$ cat src/rtl/program_loader_if.sv
// Bundles the loader's byte stream, CPU write port and RAM write port.
interface program_loader_if #(parameter int unsigned SIZE = 10);
    logic            in_valid;
    logic [7:0]      in_data;
    logic            in_ready;
    logic            cpu_rst;
    logic            cpu_wrEn;
    logic [SIZE-1:0] cpu_addr;
    logic [31:0]     cpu_data;
    logic            ram_wrEn;
    logic [SIZE-1:0] ram_addr;
    logic [31:0]     ram_data;
    logic            done;
    logic            err;

    modport slave (
        input  in_valid, in_data, cpu_wrEn, cpu_addr, cpu_data,
        output in_ready, cpu_rst, ram_wrEn, ram_addr, ram_data, done, err
    );

    modport master (
        output in_valid, in_data, cpu_wrEn, cpu_addr, cpu_data,
        input  in_ready, cpu_rst, ram_wrEn, ram_addr, ram_data, done, err
    );
endinterface

$ cat src/rtl/program_loader.sv
// Boot loader: receives a checksummed word image over a byte stream, writes it to RAM
// from address 0, then releases the CPU and hands it the RAM write port.
module program_loader #(
    parameter int unsigned SIZE = 10
) (
    input logic             clk,
    input logic             rst,
    program_loader_if.slave bus
);
    localparam int unsigned CAP = 1 << SIZE;

    typedef enum logic [2:0] {HDR0, HDR1, DATA, CSUM, RUN, ERR} state_t;

    state_t          state_q, state_d;
    logic [7:0]      n_lo;
    logic [15:0]     n;
    logic [15:0]     n_in;
    logic [1:0]      cnt;
    logic [SIZE:0]   w;
    logic [7:0]      xacc;
    logic [23:0]     buf_q;
    logic            wr_q;
    logic [SIZE-1:0] addr_q;
    logic [31:0]     data_q;
    logic            loading;
    logic            take;

    assign n_in = {bus.in_data, n_lo};
    assign take = bus.in_valid && loading;

    always_ff @(posedge clk) begin
        if (rst) state_q <= HDR0;
        else     state_q <= state_d;
    end

    // Next state plus state-decoded outputs; RUN hands the RAM port to the CPU.
    always_comb begin
        state_d      = state_q;
        loading      = 1'b0;
        bus.in_ready = 1'b0;
        bus.cpu_rst  = 1'b1;
        bus.done     = 1'b0;
        bus.err      = 1'b0;
        bus.ram_wrEn = wr_q;
        bus.ram_addr = addr_q;
        bus.ram_data = data_q;
        case (state_q)
            HDR0: begin
                loading = 1'b1;
                if (take) state_d = HDR1;
            end
            HDR1: begin
                loading = 1'b1;
                if (take) begin
                    if (32'(n_in) > CAP)   state_d = ERR;
                    else if (n_in == 16'd0) state_d = CSUM;
                    else                    state_d = DATA;
                end
            end
            DATA: begin
                loading = 1'b1;
                if (take && cnt == 2'd3 && (32'(w) + 32'd1 == 32'(n))) state_d = CSUM;
            end
            CSUM: begin
                loading = 1'b1;
                if (take) state_d = (bus.in_data == xacc) ? RUN : ERR;
            end
            RUN: begin
                bus.cpu_rst  = 1'b0;
                bus.done     = 1'b1;
                bus.ram_wrEn = bus.cpu_wrEn;
                bus.ram_addr = bus.cpu_addr;
                bus.ram_data = bus.cpu_data;
            end
            ERR: bus.err = 1'b1;
            default: state_d = HDR0;
        endcase
        bus.in_ready = loading;
    end

    // Header capture, word assembly, checksum and the one-cycle load write.
    always_ff @(posedge clk) begin
        if (rst) begin
            n_lo   <= '0;
            n      <= '0;
            cnt    <= '0;
            w      <= '0;
            xacc   <= '0;
            buf_q  <= '0;
            wr_q   <= 1'b0;
            addr_q <= '0;
            data_q <= '0;
        end else begin
            wr_q   <= 1'b0;
            addr_q <= '0;
            data_q <= '0;
            if (take) begin
                case (state_q)
                    HDR0: n_lo <= bus.in_data;
                    HDR1: n    <= n_in;
                    DATA: begin
                        xacc <= xacc ^ bus.in_data;
                        cnt  <= cnt + 2'd1;
                        if (cnt == 2'd3) begin
                            wr_q   <= 1'b1;
                            addr_q <= w[SIZE-1:0];
                            data_q <= {bus.in_data, buf_q};
                            w      <= w + (SIZE+1)'(1);
                        end else begin
                            buf_q <= {bus.in_data, buf_q[23:8]};
                        end
                    end
                    default: ;
                endcase
            end
        end
    end
endmodule
$ cat src/flat_wrapper.sv
// flat-port wrapper written by rule: the top's interface ports become plain ports
module program_loader_flat 
#(
    parameter int unsigned SIZE = 10
)
  (clk, rst, bus_in_valid, bus_in_data, bus_cpu_wrEn, bus_cpu_addr, bus_cpu_data, bus_in_ready, bus_cpu_rst, bus_ram_wrEn, bus_ram_addr, bus_ram_data, bus_done, bus_err);
  program_loader_if #(.SIZE(SIZE)) bus_i ();
  input logic clk;
  input logic rst;
  input wire logic [$bits(bus_i.in_valid)-1:0] bus_in_valid;
  input wire logic [$bits(bus_i.in_data)-1:0] bus_in_data;
  input wire logic [$bits(bus_i.cpu_wrEn)-1:0] bus_cpu_wrEn;
  input wire logic [$bits(bus_i.cpu_addr)-1:0] bus_cpu_addr;
  input wire logic [$bits(bus_i.cpu_data)-1:0] bus_cpu_data;
  output wire logic [$bits(bus_i.in_ready)-1:0] bus_in_ready;
  output wire logic [$bits(bus_i.cpu_rst)-1:0] bus_cpu_rst;
  output wire logic [$bits(bus_i.ram_wrEn)-1:0] bus_ram_wrEn;
  output wire logic [$bits(bus_i.ram_addr)-1:0] bus_ram_addr;
  output wire logic [$bits(bus_i.ram_data)-1:0] bus_ram_data;
  output wire logic [$bits(bus_i.done)-1:0] bus_done;
  output wire logic [$bits(bus_i.err)-1:0] bus_err;
  assign bus_i.in_valid = bus_in_valid;
  assign bus_i.in_data = bus_in_data;
  assign bus_i.cpu_wrEn = bus_cpu_wrEn;
  assign bus_i.cpu_addr = bus_cpu_addr;
  assign bus_i.cpu_data = bus_cpu_data;
  assign bus_in_ready = bus_i.in_ready;
  assign bus_cpu_rst = bus_i.cpu_rst;
  assign bus_ram_wrEn = bus_i.ram_wrEn;
  assign bus_ram_addr = bus_i.ram_addr;
  assign bus_ram_data = bus_i.ram_data;
  assign bus_done = bus_i.done;
  assign bus_err = bus_i.err;
  program_loader #(.SIZE(SIZE)) u_core (.clk(clk), .rst(rst), .bus(bus_i));
endmodule
$ cat config.mk
export PLATFORM = sky130hd
export DESIGN_NAME = program_loader_flat
export DESIGN_NICKNAME = d
export VERILOG_FILES = /design/src/rtl/program_loader_if.sv /design/src/rtl/program_loader.sv /design/src/flat_wrapper.sv
export SDC_FILE = /design/constraint.sdc
export NUM_CORES = 1
export LEC_CHECK = 0
export ABC_AREA = 1
export BUFFER_PORTS_ARGS = -buffer_cell sky130_fd_sc_hd__buf_2
export CAP_MARGIN = 10
export CORE_ASPECT_RATIO = 0.9
export CORE_MARGIN = 2
export CORE_UTILIZATION = 45
export DETAILED_ROUTE_END_ITERATION = 7
export HOLD_SLACK_MARGIN = 0.02
export PLACE_DENSITY_LB_ADDON = 0.1
export SLEW_MARGIN = 25
export SYNTH_ARGS = -nofsm -noshare
export SYNTH_HDL_FRONTEND = slang
export SYNTH_SLANG_ARGS = --single-unit
$ cat constraint.sdc
create_clock -name clk -period 3.1 [get_ports clk]
set_clock_uncertainty 0.05 [all_clocks]
set_input_delay 0.31 -clock clk [delete_from_list [all_inputs] [get_ports clk]]
set_output_delay 0.31 -clock clk [all_outputs]
set_load 0.1 [all_outputs]
### Word level (Yosys, flattened, before mapping)

Index checks and enable logic that the tools add are counted.

* register bits after elaboration: 115
* input bits: 54

* add/sub/neg operators: 3
* magnitude comparators: 1
* eq/ne operators: 12
* mux-type cells: 16
* bitwise gates (word level): 5
* reductions and logical operators: 15

Operator list (number)
* $eq 32x16->1: 1
* $mux 32: 1
* $gt 16x11->1 const B: 1
* $logic_not 16->1: 1
* $mux 3: 5
* $pmux 3 s5: 1
* $add 11x1->12 const B: 1
* $add 11x1->11 const B: 1
* $mux 10: 1
* $eq 8x8->1: 1
* $mux 1: 8
* $ne 2x1->1 const B: 4
* $reduce_or 4->1: 2
* $xor 8x8->8: 1
* $eq 3x2->1 const B: 2
* $eq 3x3->1 const B: 2
* $reduce_and 2->1: 3
* $reduce_and 3->1: 2
* $reduce_and 5->1: 1
* $not 1->1: 4
* $eq 3x1->1 const B: 1
* $logic_and 1x1->1: 3
* $logic_not 3->1: 1
* $reduce_or 3->1: 1
* other kinds (3): 3

### Logic depth before layout (Yosys ltp)

* word-level depth: 8
* depth in mapped cells: 15

### Least setup slack after synthesis

Ideal clock, no wire load.

* path type: register to output
* start point: reg u_core.state_q[2]
* end point: out bus_ram_data[22]
* arrival: 2.874 ns
* data required time: 2.740 ns
* path slack: -0.134 ns
* cell stages (with the launch flop): 7
* cell sequence: dfxtp_1 -> inv_2 -> nor2_2 -> clkinv_1 -> clkbuf_1 -> nand2_1 -> nand2_1

* word-level cells in the longest chain between the ends: 2

RTL lines
* start: declaration: RTL line program_loader.sv:14 `state_t state_q, state_d;`
* start signal: assignment: RTL line program_loader.sv:33 `else state_q <= state_d;`
* $eq 3x3->1: RTL line program_loader.sv:47 `case (state_q)`
* $mux 32: RTL line program_loader.sv:47
* end: declaration: RTL line flat_wrapper.sv:19 `output wire logic [$bits(bus_i.ram_data)-1:0] bus_ram_data;`

Every way passes these cells.

### Worst setup path in the final report

* start point: reg u_core.state_q[1]
* end point: out bus_ram_addr[0]

* word-level cells in the longest chain between the ends: 2

RTL lines
* $eq 3x3->1: RTL line program_loader.sv:47
* $mux 10: RTL line program_loader.sv:47
* end: declaration: RTL line flat_wrapper.sv:18 `output wire logic [$bits(bus_i.ram_addr)-1:0] bus_ram_addr;`

Every way passes these cells.

==> flow_metrics.py <==
metrics = {
    "pwr": {
        "p_sw_share_pct": 41.2,
        "power_density_mw_per_mm2": 995,
        "ir_worst_vdd_uv": 617,
        "pwr-share-comb_pct": 35.2,
        "clock_power_share_pct": 36.8,
        "p_seq_share_pct": 28.1,
        "leakage_nw": 3.01,
        "p_sw_mw": 2.60,
        "internal_power_mw": 3.71,
    },
    "global_route": {
        "antenna_found_initial": 0,
        "grt_pass1_vias": 4474,
        "grt_usage_pct": 21.7,
        "grt_overflow": 0,
        "grt_max_degree": 45,
        "grt_pass1_wl_mm": 20.9,
    },
    "logic_synthesis": {
        "synthTopCellsByArea": "dfxtp_1 (45%), nand2_1 (16%), nor2_1 (7.1%)",
        "syn_area_mm2": 0.00506,
        "synth_nets": 798,
        "synth-edff-count": 0,
        "synthAdderAreaFrac_pct": 0.494,
        "ys_seq_area_share_pct": 45.5,
        "yosysUniqueCellTypes": 28,
        "synth_top_area_share_pct": 45.5,
        "ys_top_cells_by_count": "nand2_1 (212), dfxtp_1 (115), nor2_1 (96)",
        "synth-compound-area-share_pct": 13.7,
        "synth_top_family_by_area": "simple AND/OR/NAND/NOR gates",
        "ys_ff_latch": 115,
        "synth_simple_gate_area_share_pct": 29.1,
        "yosys_warnings": 0,
        "yosys_most_used_dff": "dfxtp_1",
        "synth-xor-area-share_pct": 1.73,
        "synth_cells": 742,
        "synth_top_cell_by_area": "dfxtp_1",
        "async_flop_share_pct": 0,
        "synth_area_per_cell_um2": 6.82,
        "synthMuxAreaShare_pct": 0,
        "post-synth-top-count-cell": "nand2_1",
    },
    "route": {
        "totalWireLength_mm": 12.6,
        "drt_iter0_drc": 239,
        "vias": 4811,
        "routedWlPerCell_um": 12.6,
        "first_pass_iters": 4,
        "route.detailed.drc": 0,
        "postRouteAntennaNets": 0,
        "via_per_inst": 4.80,
    },
    "clock_network": {
        "hold_buffers": 0,
        "clock_path_buffers": 2,
        "cts_sinks": 115,
        "cts_resized": 0,
        "cts_buffers": 17,
        "post-cts-setup-buffers": 0,
        "htree_levels": 4,
        "clkTransAtPathRegs_ns": 0.05,
        "clock_latency_ns": 0.41,
        "cts_tree": "yes",
        "cts_root_buf": "clkbuf_16",
    },
    "critical_path": {
        "required_ns": 2.74,
        "rr_worst_depth": 9,
        "cpMaxStageDelayCell": "clkinv_2",
        "arrival_ns": 2.10,
        "path_depth": 7,
        "start_kind": "register",
        "crit_buf_inv": 3,
        "crit_path_frequent_cell": "nand2_1",
        "critPathCaptureType": "primary output",
        "path_max_fanout": 44,
        "crit_type": "register to primary output",
        "slowest_delay_ns": 0.44,
        "crit_family": "buffers and inverters",
        "crit_chain": "nor2_1 > inv_1 > nor2_2 > clkinv_2 > nand2_1 > nand2_1 > buf_2",
    },
    "die": {
        "die_h_um": 105,
        "core.rowCount": 36,
        "ioPinCount": 101,
        "dieArea_mm2": 0.0121,
        "initial_core_util_pct": 46.4,
        "coreArea_mm2": 0.0109,
        "die_width_um": 116,
    },
    "timing": {
        "worst_pin_slew_ns": 0.883,
        "rsz0062_at_grt": "false",
        "max_freq_mhz": 407,
        "setup-tns-final_ns": 0,
        "slew-limit-headroom_pct": 40.7,
        "finalCritPeriodShare_pct": 79.2,
        "setup_viol": 0,
        "finalCriticalPeriod_ns": 2.46,
        "hold_violations": 0,
        "finalMaxSlewViolations": 0,
    },
    "placement": {
        "port_buffers": 100,
        "dp.cells": 970,
        "place_congestion": 0.872,
        "place_hpwl_mm": 9.10,
    },
    "layout": {
        "nNetsFinal": 893,
        "drive_gt1_share_pct": 18.7,
        "finalNonFillerCells": 1002,
        "area_growth_pct": 25.3,
        "antenna_cells": 0,
    },
    "flow_run": {
        "cap_violations": 0,
    },
    "run_status": {
        "run_status": "finished clean",
    },
    "hold_path": {
        "holdPathStages": 3,
        "hp-class": "input pin to register",
    },
}
cell type report:
cell class	count	area, µm²
clock inverter	12	250
fill	1068	4560
clock buffer	20	457
tap	152	190
sequential	115	2300
timing repair buffer	106	546
multi-input combinational	511	2280
inverter	86	324
cell usage in the layout (no fill, tap or decap), drive strengths merged:
| cell | count |
|---|---|
| nand2 | 218 |
| dfxtp | 115 |
| buf | 106 |
| nor2 | 104 |
| inv | 85 |
| o21ai | 71 |
| a21oi | 61 |
| nand3 | 29 |
| clkbuf | 20 |
| xor2 | 8 |
| bufinv | 7 |
| nor3 | 4 |
| nand4 | 4 |
| clkinvlp | 3 |
| clkinv | 3 |
| nand3b | 2 |
| xnor2 | 2 |
| nor4 | 2 |
| a31oi | 2 |
| ha | 2 |
| o21a | 1 |
| o211ai | 1 |
stage by stage:
step	utilization [%]	area (µm²)	setup slack [ns]	hold WS, ns	power [mW]
floorplan	-	5060	0.381	0.366	3.64
global placement	51.7	5640	0.608	0.379	3.97
detailed placement	51.7	5640	0.812	0.384	4.02
CTS	58.2	6340	0.567	0.169	6.35
global route	58.2	6340	0.400	0.202	6.62
finish	58.2	6340	0.644	0.191	6.32
kinds of logic (layout without fill, tap and decap cells):
kind of cell | Yosys count | count (layout)
AND/OR/NAND/NOR | 363 | 363
AO/OA/AOI/OAI | 136 | 136
buffers and inverters | 116 | 224
flip-flops | 115 | 115
XOR/XNOR | 10 | 10
adder cells (fa/ha/maj) | 2 | 2
sequential cells by signal (all words and copies together) (netlist names):
| name | cells |
|---|---|
| u_core.data_q | 32 |
| u_core.buf_q | 24 |
| u_core.n | 16 |
| u_core.w | 11 |
| u_core.addr_q | 10 |
| u_core.n_lo | 8 |
| u_core.xacc | 8 |
| u_core.state_q | 3 |
| u_core.cnt | 2 |
| u_core.wr_q | 1 |
worst reg2reg max path, cell delays in order (launching register included):
cell     delay [ns]
dfxtp_1        0.40
inv_1          0.09
nor2_2         0.15
nand2_2        0.11
inv_1          0.11
nand2_2        0.13
inv_2          0.21
nand2_2        0.37
o21ai_0        0.55
a21oi_1        0.07
power groups by stage:
stage / logic (mW) / clock network (mW) / registers, mW
5_1_grt: 2.40 / 2.42 / 1.79
2_1_floorplan: 1.87 / 0 / 1.77
3_5_place_dp: 2.22 / 0 / 1.80
4_1_cts: 2.23 / 2.35 / 1.77
6_report: 2.22 / 2.32 / 1.77
3_3_place_gp: 2.18 / 0 / 1.79
final timing paths:
path / to / slack (ns) / from
hold / removal: u_core.buf_q[18] / 0.19 / bus_in_data[2]
hold reg to reg: u_core.data_q[2] / 0.38 / u_core.buf_q[2]
setup reg to reg: u_core.buf_q[10] / 0.72 / u_core.state_q[1]
setup / recovery: bus_ram_addr[0] / 0.64 / u_core.state_q[1]
per-layer routing:
metal	vias to the layer above	track usage (%)	routed length, µm
met5	-	0	0
met4	0	6.21	118
met3	10	5.10	573
met2	123	35.0	5810
met1	2156	28.9	6120
li1	2522	-	-
(Power assumes the default switching activity.)
